==> config.mk <==
export PLATFORM = sky130hd
export DESIGN_NAME = exec_stage
export DESIGN_NICKNAME = d
export VERILOG_FILES = /design/src/rtl/exec_defs.sv /design/src/rtl/exec_shifter.sv /design/src/rtl/exec_stage.sv
export SDC_FILE = /design/constraint.sdc
export NUM_CORES = 1
export LEC_CHECK = 0
export ABC_AREA = 0
export BUFFER_PORTS_ARGS = -buffer_cell sky130_fd_sc_hd__buf_2
export CORE_MARGIN = 5
export CORE_UTILIZATION = 36
export CTS_CLUSTER_SIZE = 28
export DETAILED_ROUTE_END_ITERATION = 6
export GPL_TIMING_DRIVEN = 0
export PLACE_DENSITY = 0.53
export SLEW_MARGIN = 20
export SYNTH_ARGS = -nofsm -noshare
export SYNTH_HDL_FRONTEND = slang
export SYNTH_HIERARCHICAL = 1
export SYNTH_SLANG_ARGS = --single-unit
==> constraint.sdc <==
create_clock -name clk -period 5.6 [get_ports clk]
set_clock_uncertainty 0.05 [all_clocks]
set_input_delay 0.84 -clock clk [delete_from_list [all_inputs] [get_ports clk]]
set_output_delay 0.84 -clock clk [all_outputs]
set_load 0.03 [all_outputs]
==> src/rtl/exec_defs.sv <==
// Shared definitions for the RV32I execute stage: datapath defaults,
// funct3 encodings for ALU and branch ops, and the stage FSM states.
package exec_defs;

    localparam int XLEN_DEFAULT    = 32;
    localparam int SHAMT_W_DEFAULT = 5;

    localparam logic [2:0] F3_ADD  = 3'b000;
    localparam logic [2:0] F3_SLL  = 3'b001;
    localparam logic [2:0] F3_SLT  = 3'b010;
    localparam logic [2:0] F3_SLTU = 3'b011;
    localparam logic [2:0] F3_XOR  = 3'b100;
    localparam logic [2:0] F3_SR   = 3'b101;
    localparam logic [2:0] F3_OR   = 3'b110;
    localparam logic [2:0] F3_AND  = 3'b111;

    localparam logic [2:0] F3_BEQ  = 3'b000;
    localparam logic [2:0] F3_BNE  = 3'b001;
    localparam logic [2:0] F3_BLT  = 3'b100;
    localparam logic [2:0] F3_BGE  = 3'b101;
    localparam logic [2:0] F3_BLTU = 3'b110;
    localparam logic [2:0] F3_BGEU = 3'b111;

    typedef enum logic [1:0] {
        ST_IDLE  = 2'd0,
        ST_SHIFT = 2'd1,
        ST_DONE  = 2'd2
    } exec_state_t;

endpackage

==> src/rtl/exec_shifter.sv <==
// Shifter for the execute stage: serial (one bit per cycle) by default,
// single-cycle barrel shifter when EXEC_FAST_SHIFT_EN is defined.
module exec_shifter
    import exec_defs::*;
#(
    parameter int XLEN    = XLEN_DEFAULT,
    parameter int SHAMT_W = SHAMT_W_DEFAULT
) (
    input  logic               clk,
    input  logic               reset,
    input  logic               start,
    input  logic [SHAMT_W-1:0] shamt,
    input  logic               dir,
    input  logic               arith,
    input  logic [XLEN-1:0]    operand,
    output logic               busy,
    output logic               done,
    output logic [XLEN-1:0]    value
);

`ifdef EXEC_FAST_SHIFT_EN

    always_comb begin
        busy = 1'b0;
        done = 1'b0;
        if (!dir) begin
            value = operand << shamt;
        end else if (arith) begin
            value = $unsigned($signed(operand) >>> shamt);
        end else begin
            value = operand >> shamt;
        end
    end

`else

    logic [SHAMT_W-1:0] count;
    logic [XLEN-1:0]    shreg;
    logic               dir_q;
    logic               arith_q;

    // A zero shift never starts the shifter; the stage completes it directly.
    always_ff @(posedge clk) begin
        if (reset) begin
            count   <= '0;
            shreg   <= '0;
            dir_q   <= 1'b0;
            arith_q <= 1'b0;
        end else if (start && shamt != '0) begin
            count   <= shamt;
            shreg   <= operand;
            dir_q   <= dir;
            arith_q <= arith;
        end else if (count != '0) begin
            count <= count - 1'b1;
            shreg <= value;
        end
    end

    // value is the operand after one more step, so it is final when done is high.
    always_comb begin
        if (dir_q) begin
            value = {arith_q & shreg[XLEN-1], shreg[XLEN-1:1]};
        end else begin
            value = {shreg[XLEN-2:0], 1'b0};
        end
    end

    assign busy = (count != '0);
    assign done = (count == SHAMT_W'(1));

`endif

endmodule

==> src/rtl/exec_stage.sv <==
// RV32I execute stage: ALU, branch/jump resolution and load/store address
// generation with one registered result per instruction (EXEC_FAST_SHIFT_EN selects barrel shifts).
module exec_stage
    import exec_defs::*;
#(
    parameter int XLEN    = XLEN_DEFAULT,
    parameter int SHAMT_W = SHAMT_W_DEFAULT
) (
    input  logic            clk,
    input  logic            reset,
    input  logic            in_valid,
    output logic            in_ready,
    input  logic [XLEN-1:0] pc,
    input  logic            is_store,
    input  logic            is_load,
    input  logic            is_branch,
    input  logic            is_jump,
    input  logic            is_reg,
    input  logic            is_alu,
    input  logic            is_imm,
    input  logic [XLEN-1:0] operand_a,
    input  logic [XLEN-1:0] operand_b,
    input  logic [XLEN-1:0] branch_dest,
    input  logic [XLEN-1:0] store_data,
    input  logic [4:0]      dest,
    input  logic [2:0]      func3,
    input  logic            func7,
    output logic            out_valid,
    output logic [XLEN-1:0] result,
    output logic [4:0]      out_dest,
    output logic            wb_en,
    output logic            out_load,
    output logic            out_store,
    output logic [XLEN-1:0] out_store_data,
    output logic [2:0]      out_func3,
    output logic            redirect,
    output logic [XLEN-1:0] redirect_pc
);

    exec_state_t        state, state_next;
    logic               accept, is_shift_op, goes_serial;
    logic [SHAMT_W-1:0] shamt;
    logic               sh_busy, sh_done;
    logic [XLEN-1:0]    sh_value, alu_res, shift_res;
    logic               taken;
    logic [XLEN-1:0]    result_next, rpc_next;
    logic               wb_next, redir_next;

    logic [XLEN-1:0]    result_q, sdata_q, rpc_q;
    logic [4:0]         dest_q;
    logic [2:0]         f3_q;
    logic               wb_q, load_q, store_q, redir_q;

    assign shamt       = operand_b[SHAMT_W-1:0];
    assign is_shift_op = is_alu && (func3 == F3_SLL || func3 == F3_SR);
    assign in_ready    = !sh_busy;
    assign accept      = in_valid && in_ready;

`ifdef EXEC_FAST_SHIFT_EN
    assign goes_serial = 1'b0;
    assign shift_res   = sh_value;
`else
    assign goes_serial = is_shift_op && (shamt != '0);
    assign shift_res   = operand_a;
`endif

    exec_shifter #(.XLEN(XLEN), .SHAMT_W(SHAMT_W)) u_shifter (
        .clk     (clk),
        .reset   (reset),
        .start   (accept && is_shift_op),
        .shamt   (shamt),
        .dir     (func3[2]),
        .arith   (func7),
        .operand (operand_a),
        .busy    (sh_busy),
        .done    (sh_done),
        .value   (sh_value)
    );

    always_comb begin
        alu_res = '0;
        case (func3)
            F3_ADD:  alu_res = (!is_imm && func7) ? operand_a - operand_b : operand_a + operand_b;
            F3_SLL:  alu_res = shift_res;
            F3_SLT:  alu_res = {{(XLEN-1){1'b0}}, $signed(operand_a) < $signed(operand_b)};
            F3_SLTU: alu_res = {{(XLEN-1){1'b0}}, operand_a < operand_b};
            F3_XOR:  alu_res = operand_a ^ operand_b;
            F3_SR:   alu_res = shift_res;
            F3_OR:   alu_res = operand_a | operand_b;
            F3_AND:  alu_res = operand_a & operand_b;
            default: alu_res = '0;
        endcase
    end

    always_comb begin
        taken = 1'b0;
        case (func3)
            F3_BEQ:  taken = (operand_a == operand_b);
            F3_BNE:  taken = (operand_a != operand_b);
            F3_BLT:  taken = ($signed(operand_a) <  $signed(operand_b));
            F3_BGE:  taken = ($signed(operand_a) >= $signed(operand_b));
            F3_BLTU: taken = (operand_a <  operand_b);
            F3_BGEU: taken = (operand_a >= operand_b);
            default: taken = 1'b0;
        endcase
    end

    // Unsupported classes (no flag set) still complete, with nothing to write back.
    always_comb begin
        result_next = '0;
        rpc_next    = '0;
        redir_next  = 1'b0;
        wb_next     = 1'b0;
        if (is_jump) begin
            result_next = pc + XLEN'(4);
            redir_next  = 1'b1;
            rpc_next    = is_reg ? ((operand_a + operand_b) & ~XLEN'(1)) : pc + operand_a;
            wb_next     = (dest != 5'd0);
        end else if (is_load || is_store) begin
            result_next = operand_a + operand_b;
            wb_next     = is_load && (dest != 5'd0);
        end else if (is_branch) begin
            redir_next = taken;
            rpc_next   = taken ? pc + branch_dest : '0;
        end else if (is_alu) begin
            result_next = alu_res;
            wb_next     = (dest != 5'd0);
        end
    end

    always_ff @(posedge clk) begin
        if (reset) begin
            state <= ST_IDLE;
        end else begin
            state <= state_next;
        end
    end

    always_comb begin
        state_next = state;
        case (state)
            ST_IDLE, ST_DONE: begin
                if (accept) begin
                    state_next = goes_serial ? ST_SHIFT : ST_DONE;
                end else begin
                    state_next = ST_IDLE;
                end
            end
            ST_SHIFT: begin
                if (sh_done) begin
                    state_next = ST_DONE;
                end
            end
            default: state_next = ST_IDLE;
        endcase
    end

    // Serial shifts capture everything at accept and patch in the result on completion.
    always_ff @(posedge clk) begin
        if (reset) begin
            result_q <= '0;
            rpc_q    <= '0;
            sdata_q  <= '0;
            dest_q   <= '0;
            f3_q     <= '0;
            wb_q     <= 1'b0;
            load_q   <= 1'b0;
            store_q  <= 1'b0;
            redir_q  <= 1'b0;
        end else if (accept) begin
            result_q <= result_next;
            rpc_q    <= rpc_next;
            sdata_q  <= store_data;
            dest_q   <= dest;
            f3_q     <= func3;
            wb_q     <= wb_next;
            load_q   <= is_load && !is_jump;
            store_q  <= is_store && !is_jump && !is_load;
            redir_q  <= redir_next;
        end else if (state == ST_SHIFT && sh_done) begin
            result_q <= sh_value;
        end
    end

    assign out_valid      = (state == ST_DONE);
    assign result         = result_q;
    assign out_dest       = dest_q;
    assign out_store_data = sdata_q;
    assign out_func3      = f3_q;
    assign wb_en          = out_valid && wb_q;
    assign out_load       = out_valid && load_q;
    assign out_store      = out_valid && store_q;
    assign redirect       = out_valid && redir_q;
    assign redirect_pc    = (out_valid && redir_q) ? rpc_q : '0;

endmodule
== Word-level counts from Yosys, hierarchy flattened ==
Index checks and enable logic that the tools add are counted.

* Bits in registers: 149
* Input bits: 179

* Multiplexer cells: 31
* Equality and inequality tests: 13
* Add/subtract/negate cells: 6
* Bitwise operators: 4
* $lt $le $gt $ge: 4
* Reductions and logical operators: 30

{| class="wikitable"
|+ Operators by type and width
! kind !! count
|-
| 32-bit 2-to-1 mux || 16
|-
| 32-bit case mux with 7 select lines || 1
|-
| 32-bit adder || 3
|-
| 32-bit >= comparator || 2
|-
| 32-bit less-than comparator || 2
|-
| 32-bit by 3-bit adder with 32-bit output, second input constant || 1
|-
| 32-bit bitwise AND || 1
|-
| 32-bit == test || 1
|-
| 32-bit inequality test || 1
|-
| 32-bit bitwise OR || 1
|-
| 32-bit subtractor || 1
|-
| 32-bit bitwise XOR || 1
|-
| 1-bit logical AND || 15
|-
| 5-bit nonzero test || 3
|-
| 3-bit == test, second input constant || 4
|-
| 5-bit 2-to-1 mux || 2
|-
| 1-bit 2-to-1 mux || 7
|-
| 3-bit by 2-bit == test with 1-bit output, second input constant || 2
|-
| 2-bit 2-to-1 mux || 3
|-
| 1-bit case mux with 6 select lines || 1
|-
| 5-bit by 1-bit == test with 1-bit output, second input constant || 1
|-
| 5-bit by 1-bit subtractor with 5-bit output, second input constant || 1
|-
| 1-bit logical NOT || 4
|-
| 2-bit case mux with 2 select lines || 1
|-
| other kinds (10) || 13
|}

== Longest topological paths before layout ==
Gate-level depths: netlist (run 1).

* Depth in word-level cells: 9
* Depth in mapped cells: 17

== Cells and area by module ==
Netlist (run 1), hierarchy kept.

{| class="wikitable"
|+ Modules (own cells, without submodules)
! module !! sequential area each (sq um) !! times used !! cells an instance !! area an instance (sq um)
|-
| exec_stage || 2202.1 || 1 || 2021 || 14186.1
|-
| exec_shifter || 780.7 || 1 || 277 || 2205.9
|}

== Least setup slack after synthesis (run 1) ==
No wires, ideal clock.

* Path kind: input -> register
* From: input operand_a[0]
* To: register rpc_q[1]
* Path buffers: 1
* Stages on the path: 14
* Data required time: 5.418 ns
* Path slack: 1.651 ns
* Arrival: 3.767 ns
* Cell sequence: inv_1 > ha_1 > inv_1 > fa_1 > nor2b_1 > o221ai_1 > a21oi_1 > a31oi_1 > a21oi_1 > a2111oi_4 > mux2_4 > buf_6 > a221oi_2 > nor3_1

* Longest elaborated chain between the ends: 6
* Elaborated cells on any way between the ends: 14

{| class="wikitable"
|+ Ends and longest elaborated chain
! what !! line !! RTL
|-
| start: declaration || exec_stage.sv:21 || <nowiki>input logic [XLEN-1:0] operand_a,</nowiki>
|-
| 32-bit >= comparator (tied with other cells) || exec_stage.sv:103 || <nowiki>F3_BGEU: taken = (operand_a >= operand_b);</nowiki>
|-
| 1-bit case mux with 6 select lines || exec_stage.sv:97 || <nowiki>case (func3)</nowiki>
|-
| 32-bit 2-to-1 mux || exec_stage.sv:124 || <nowiki>rpc_next = taken ? pc + branch_dest : '0;</nowiki>
|-
| 32-bit 2-to-1 mux || exec_stage.sv:122 || <nowiki>end else if (is_branch) begin</nowiki>
|-
| 32-bit 2-to-1 mux || exec_stage.sv:119 || <nowiki>end else if (is_load || is_store) begin</nowiki>
|-
| 32-bit 2-to-1 mux (*) || exec_stage.sv:114 || <nowiki>if (is_jump) begin</nowiki>
|-
| end signal: assignment || exec_stage.sv:172 || <nowiki>rpc_q <= rpc_next;</nowiki>
|-
| end: declaration || exec_stage.sv:49 || <nowiki>logic [XLEN-1:0] result_q, sdata_q, rpc_q;</nowiki>
|}

Every way passes the cells marked *; elsewhere a longest branch is shown, timed or not.
A chain may end at the register's enable or synchronous reset.

== Worst setup path in the final report (run 1) ==
* From: register u_shifter.count[0]
* To: register u_shifter.arith_q

* Longest elaborated chain between the ends: 5

{| class="wikitable"
|+ Ends and longest elaborated chain
! what !! line !! RTL
|-
| start: declaration || exec_shifter.sv:37 || <nowiki>logic [SHAMT_W-1:0] count;</nowiki>
|-
| start signal: assignment || exec_shifter.sv:50 || <nowiki>count <= shamt;</nowiki>
|-
| start signal: assignment || exec_shifter.sv:55 || <nowiki>count <= count - 1'b1;</nowiki>
|-
| 5-bit nonzero test || exec_shifter.sv:69 || <nowiki>assign busy = (count != '0);</nowiki>
|-
| via sh_busy || exec_stage.sv:43 || <nowiki>logic sh_busy, sh_done;</nowiki>
|-
| 1-bit logical NOT || exec_stage.sv:56 || <nowiki>assign in_ready = !sh_busy;</nowiki>
|-
| 1-bit logical AND || exec_stage.sv:57 || <nowiki>assign accept = in_valid && in_ready;</nowiki>
|-
| 1-bit logical AND || exec_stage.sv:70 || <nowiki>.start (accept && is_shift_op),</nowiki>
|-
| 1-bit logical AND || exec_shifter.sv:49 || <nowiki>end else if (start && shamt != '0) begin</nowiki>
|-
| end signal: assignment || exec_shifter.sv:53 || <nowiki>arith_q <= arith;</nowiki>
|-
| end: declaration || exec_shifter.sv:40 || <nowiki>logic arith_q;</nowiki>
|}

The timed path passes the listed nets, and every way through them passes these cells.

==> results.txt, run 1 <==
Outcome = complete, no violations
Synthesized Nets = 2,642
CTS tree = done
RePlAce Congestion = 0.972
Hold buffer count at cts = 0
CP required = 5940 ps
Mapped cell area = 16,400 µm²
Slew Viols, Final = 0
RSZ-0062 raised after global routing = false
R2r worst-path depth = 17
Drt drc = 0
Crit Path Category = reg2reg
Max Cap Viol = 0
Synthesis-to-layout area growth = 16.8%
Vias in the first global route = 18.2k
ANT nets after route = 0
Htree depth = 4
Post-route clock period utilization = 93.8%
Area of the multi-input gates = 12,300 µm²
Synth warn = 6
Placed inst area = 18,600 µm²
Seq/Total Area, Yosys = 18.2%
Die W = 223 µm
Post-synth top area share = 18.2%
Synth Instances = 2,298
First-pass GRT wire length = 114 mm
Reg clk slew, reported paths = 70 ps
CP endpoint kind = register
Crit-path max FO = 11
Largest area contributor in the netlist = dfxtp_1
Post-synth ARST share = 0%
Clock Root Buffer = clkbuf_16
Top-count cell post-synth = nand2_1
Synthesized area per cell = 7.13 µm²
Place WS = 243 ps
Largest buffer count on any clock path = 2
Initial antenna violation count = 2
Pre-antenna DRT Iters = 5
Number of post-CTS setup repair buffers = 0
Chip Height = 223 µm
Die ar. = 49,900 µm²
Vias = 19.0k
Top_reg_cell synth = dfxtp_1
Worst Hold Class = reg2reg
Top post-synthesis cells by count = 288 x nand2_1, 282 x a21oi_1, 171 x nor2_1, 161 x ha_1, 149 x dfxtp_1
Initial core utilization = 36.3%
Row count = 78
Drt via density = 5.91
Final Cell Area = 19,200 µm²
Post-synth cell types = 78
Worst slew pin tran = 1150 ps
Flops & latches, synth = 149
Share of layout cells above drive strength 1 = 15.5%
Clock period minus worst slack = 5250 ps
Num ports = 289
Leakage = 8.32 nW
Worst Path Arrival = 5590 ps
Final nets = 2,946
CP startpoint kind = register
Total wire length = 79.6 mm
Grt total ovfl = 0
# setup viols final = 0
Largest net degree at the start of global routing = 17
Slew headroom = 22.9%
Slack of the critical path = 347 ps
Number of synthesized flops with an enable pin = 0
Routed WL per cell = 24.8 µm
Core area = 45,200 µm²
DRT iter0 DRCs = 1,897
Clock sink count = 149
GRT Total Usage = 29.8%
Number of port buffers = 285
Fillers = 4,844
Fmax = 190 MHz
Worst vdd ir = 0.240 mV
DP HPWL = 65.6 mm
Seq. cell area = 2980 µm²
Setup Total Neg Slack = 0 ps
Worst skew pair latency = 460 ps
Power density cells = 325 nW/µm²
Synth top area cells = dfxtp_1 18%, ha_1 12%, a21oi_1 8.6%, nand2_1 6.6%, xnor2_1 5.6%
Hold path cells = 2
Cts bufs inserted = 17
Hold Fails Final Rpt = 0
cell usage in the layout (no fill, tap or decap), types with 17 or more instances in the layout:
cell	Yosys	final
nor3_1	44	44
a21o_1	32	32
and3_1	45	45
dfxtp_1	149	149
xnor2_1	104	104
buf_2	7	292
a21oi_1	282	282
a221oi_1	29	29
nor2_1	171	171
a31oi_1	34	34
o211ai_1	37	37
a211oi_1	25	25
o22ai_1	43	43
o21a_1	17	17
mux2_2	30	30
clkbuf_16	0	17
or3_1	21	21
xor2_1	40	40
o221ai_1	20	20
nand2b_1	36	36
clkbuf_1	125	124
nand4_1	19	19
nand2_1	288	288
a311oi_1	18	18
ha_1	161	161
inv_1	124	124
mux2i_1	20	20
nor2b_1	19	19
o21ai_0	121	121
nand3_1	47	47
final timing paths:
kind / from / endpoint / slack (ps)
max reg2reg: u_shifter/count[0] / u_shifter/arith_q / 350
max: u_shifter/count[0] / u_shifter/arith_q / 350
min reg2reg: wb_q / wb_q / 400
min: wb_q / wb_q / 400
state kept, by name (all words and copies together) (netlist names), 2 cells and up:
| name | flops |
|---|---|
| u_shifter/count | 5 |
| rpc_q | 32 |
| out_func3 | 3 |
| state | 2 |
| out_dest | 5 |
| u_shifter/shreg | 32 |
| out_store_data | 32 |
| result | 32 |
power by group:
| group | switching (mW) | total (mW) | internal [mW] |
|---|---|---|---|
| Combinational | 2.25 | 3.43 | 1.18 |
| Sequential | 0.243 | 1.63 | 1.39 |
| Clock | 0.535 | 1.16 | 0.623 |
metrics by stage:
stage	hold slack (ps)	std cells	utilization [%]	power [mW]
6_report	402	3216	42.4	6.22
5_1_grt	419	3216	42.4	6.56
4_1_cts	402	3215	42.4	6.15
3_5_place_dp	393	3183	41.1	4.98
3_3_place_gp	385	3183	41.1	4.95
2_1_floorplan	377	2298	-	3.83
cell families (layout without fill, tap and decap cells):
family | Yosys count | count (layout) | synth area share [%]
other | 0 | 1 | 0
and+or+nand+nor | 755 | 755 | 21.7
muxes | 51 | 51 | 3.37
DFF | 149 | 149 | 18.2
buffers and inverters | 282 | 599 | 6.85
xor gates and xnor gates | 144 | 144 | 7.69
adders and majority gates | 165 | 165 | 12.8
AOI/OAI and AO/OA | 752 | 752 | 29.4
routing by layer:
| layer | up-vias | wire [µm] | GRT usage, % |
|---|---|---|---|
| met5 | - | 14 | 0 |
| met4 | 2 | 3020 | 11.2 |
| met3 | 167 | 6540 | 4.54 |
| met2 | 952 | 36000 | 48.9 |
| met1 | 8981 | 34100 | 39.6 |
| li1 | 8890 | - | - |
critical path, cell delays in order, from the launching register on:
cell             delay, ps
dfxtp_1                340
inv_1                   80
ha_1                   210
nor4b_2                510
inv_1                  200
clkbuf_1               330
clkbuf_1               410
inv_1                  150
nand2_1                300
clkdlybuf4s15_1        710
clkbuf_2               490
nor2_1                 180
buf_4                  160
o21a_1                 180
buf_6                  160
clkbuf_1               410
nand2_1                120
a21oi_1                150
timing repair:
item | in CTS | in global routing
gates resized for setup | 0 | 4
endpoints found under the setup margin | 0 | 7
hold endpoints to repair | 0 | 0
layout make-up:
type / instances / share of cell area, %
timing repair buffer: 285 / 7.45
tap: 600 / 3.92
clock inverter: 15 / 0.771
clock buffer: 17 / 2.22
multi-input combinational: 1867 / 64.1
inverter: 125 / 2.45
antenna: 1 / 0.0131
sequential: 149 / 15.6
buffer: 157 / 3.46
No activity file was read; power rests on OpenSTA's default activity.
==> run 2, diff against run 1 <==
==> constraint.sdc (replaced) <==
create_clock -name clk -period 5.6 [get_ports clk]
set_clock_uncertainty 0.05 [all_clocks]
set_input_delay 0 -clock clk [delete_from_list [all_inputs] [get_ports clk]]
set_output_delay 0 -clock clk [all_outputs]
set_load 0.03 [all_outputs]
==> run 2 against run 1 <==
Net effect:
- register-to-register slack improved by 30 ps
- combinational power rose by 1%
- worst setup slack improved by 32 ps
- sequential power barely moved
- die area did not move
- non-clock buffer count rose by 87
- via count rose by 1.9%
- final area rose by 4.5%
- critical endpoint unchanged
==> results.txt, run 2 (synthesis results as in run 1) <==
Vias = 19.4k (+1.9%)
Internal power = 3.23 mW (+1.2%)
Setup Total Neg Slack = 0 ps (unchanged)
First-pass GRT wire length = 115 mm (+1.2%)
Slew Viols, Final = 0 (unchanged)
Die W = 223 µm (unchanged)
Total power = 6.26 mW (+0.72%)
RePlAce Congestion = 0.972 (unchanged)
Pre-antenna DRT Iters = 5 (unchanged)
Drt drc = 0 (unchanged)
Final nets = 3,033 (+3.0%)
Clock sink count = 149 (unchanged)
RSZ-0062 raised after global routing = false
Largest buffer count on any clock path = 2 (unchanged)
Gate power share = 55.5% (+0.3 points)
Worst skew pair latency = 460 ps (about the same)
Number of post-CTS setup repair buffers = 0 (unchanged)
Total wire length = 80.1 mm (+0.60%)
Crit Path Category = reg2reg
Hold WS = 32.3 ps (-370 ps)
Row count = 78 (unchanged)
Number of port buffers = 285 (unchanged)
Grt total ovfl = 0 (unchanged)
CP required = 5940 ps (about the same)
CP startpoint kind = register
Num ports = 289 (unchanged)
Commonest non-fill, non-tap cell in the layout = buf_2
Fillers = 4,753 (-1.9%)
Die ar. = 49,900 µm² (unchanged)
Switching power = 3.04 mW (+0.18%)
Worst Hold Class = in2reg
Worst Path Arrival = 5560 ps (-30 ps)
Cts bufs inserted = 17 (unchanged)
Seq pwr share = 26.0% (-0.2 points)
Initial antenna violation count = 2 (unchanged)
ANT nets after route = 0 (unchanged)
Drt via density = 5.86 (-0.76%)
GRT Total Usage = 30.1% (+0.29 points)
# setup viols final = 0 (unchanged)
Worst vdd ir = 0.240 mV (about the same)
Power share of the clock group = 18.5% (about the same)
Synthesis-to-layout area growth = 22.2%
Largest net degree at the start of global routing = 17 (unchanged)
Core area = 45,200 µm² (unchanged)
DP HPWL = 65.6 mm (unchanged)
CTS tree = done
Power density cells = 313 nW/µm² (-3.7%)
Worst slew pin tran = 1200 ps (+57.5 ps)
Share of layout cells above drive strength 1 = 15.0% (-0.50 points)
Fmax = 192 MHz (+0.61%)
Placed inst area = 18,600 µm² (unchanged)
Clock Root Buffer = clkbuf_16
Initial core utilization = 36.3% (unchanged)
CP endpoint kind = register
Final Cell Area = 20,000 µm² (+4.5%)
Vias in the first global route = 18.6k (+2.2%)
Switch share = 48.5% (-0.26 points)
Chip Height = 223 µm (unchanged)
Htree depth = 4 (unchanged)
Leakage = 8.68 nW (+4.3%)
Max Cap Viol = 0 (unchanged)
Hold Fails Final Rpt = 0 (unchanged)
Post-route clock period utilization = 93.2% (-0.57 points)
Slew headroom = 19.0% (-3.9 points)
Most frequent cells in the layout = 292 x buf_2, 288 x nand2_1, 282 x a21oi_1
Routed WL per cell = 24.3 µm (-2.1%)
Crit-path max FO = 11 (unchanged)
DRT iter0 DRCs = 1,812 (-4.5%)
Outcome = complete, no violations
Clock period minus worst slack = 5220 ps (-31.8 ps)
Reg clk slew, reported paths = 70 ps (about the same)
==> run 2: power groups by stage <==
stage	sequential, mW	combinational, mW	clock [mW]
final	1.63	3.48	1.16
after global placement	1.63	3.32	0
after global routing	1.65	3.75	1.21
after detailed placement	1.63	3.34	0
after floorplan	1.79	2.05	0
after CTS	1.62	3.41	1.17
==> run 2: timing repair <==
item,in CTS,in global routing
hold buffers,87,0
hold endpoints to repair,86,0
endpoints found under the setup margin,0,7
gates resized for setup,0,4
==> run 2: worst paths after layout <==
path                           start            endpoint  slack, ps  cells past startpoint
setup reg to reg  u_shifter/count[0]   u_shifter/arith_q        380                     17
setup / recovery  u_shifter/count[0]   u_shifter/arith_q        380                     17
hold reg to reg   out_store_data[22]  out_store_data[22]        400                      2
hold / removal                pc[30]          result[30]         30                      5
==> run 2: area by class of cell <==
cell class	count	area, µm²	area share (%)
multi-input cells	1867	12300	61.4
flip-flops and latches	149	2980	14.9
repair buffers	372	2300	11.5
well taps	600	751	3.75
plain buffers	157	662	3.31
inverters	125	469	2.34
clock buffers	17	425	2.12
clock inverters	15	148	0.737
diodes	1	2.50	0.0125
==> run 2: through the flow <==
stage	utilization (%)	instances	setup slack, ps
CTS	44.3	3302	220
global route	44.3	3303	105
finish	44.3	3303	379
global placement	41.1	3183	335
floorplan	-	2298	2010
detailed placement	41.1	3183	243
==> run 2: routing by layer <==
layer	share of wire, %	vias up	track usage (%)
met2	45	971	49.5
met5	0.017	-	0
met1	43	9157	39.8
met3	8.4	153	4.46
li1	-	9075	-
met4	3.6	2	11.6
==> run 2: critical path, cell delays in order (launching register included) <==
cell and delay, ps:
dfxtp_1 350, inv_1 90, ha_1 210, nor4b_2 510, inv_1 210, clkbuf_1 320
clkbuf_1 410, inv_1 160, nand2_1 300, clkdlybuf4s15_1 690, clkbuf_2 480, nor2_1 170
buf_4 160, o21a_1 180, buf_6 150, clkbuf_1 400, nand2_1 120, a21oi_1 150
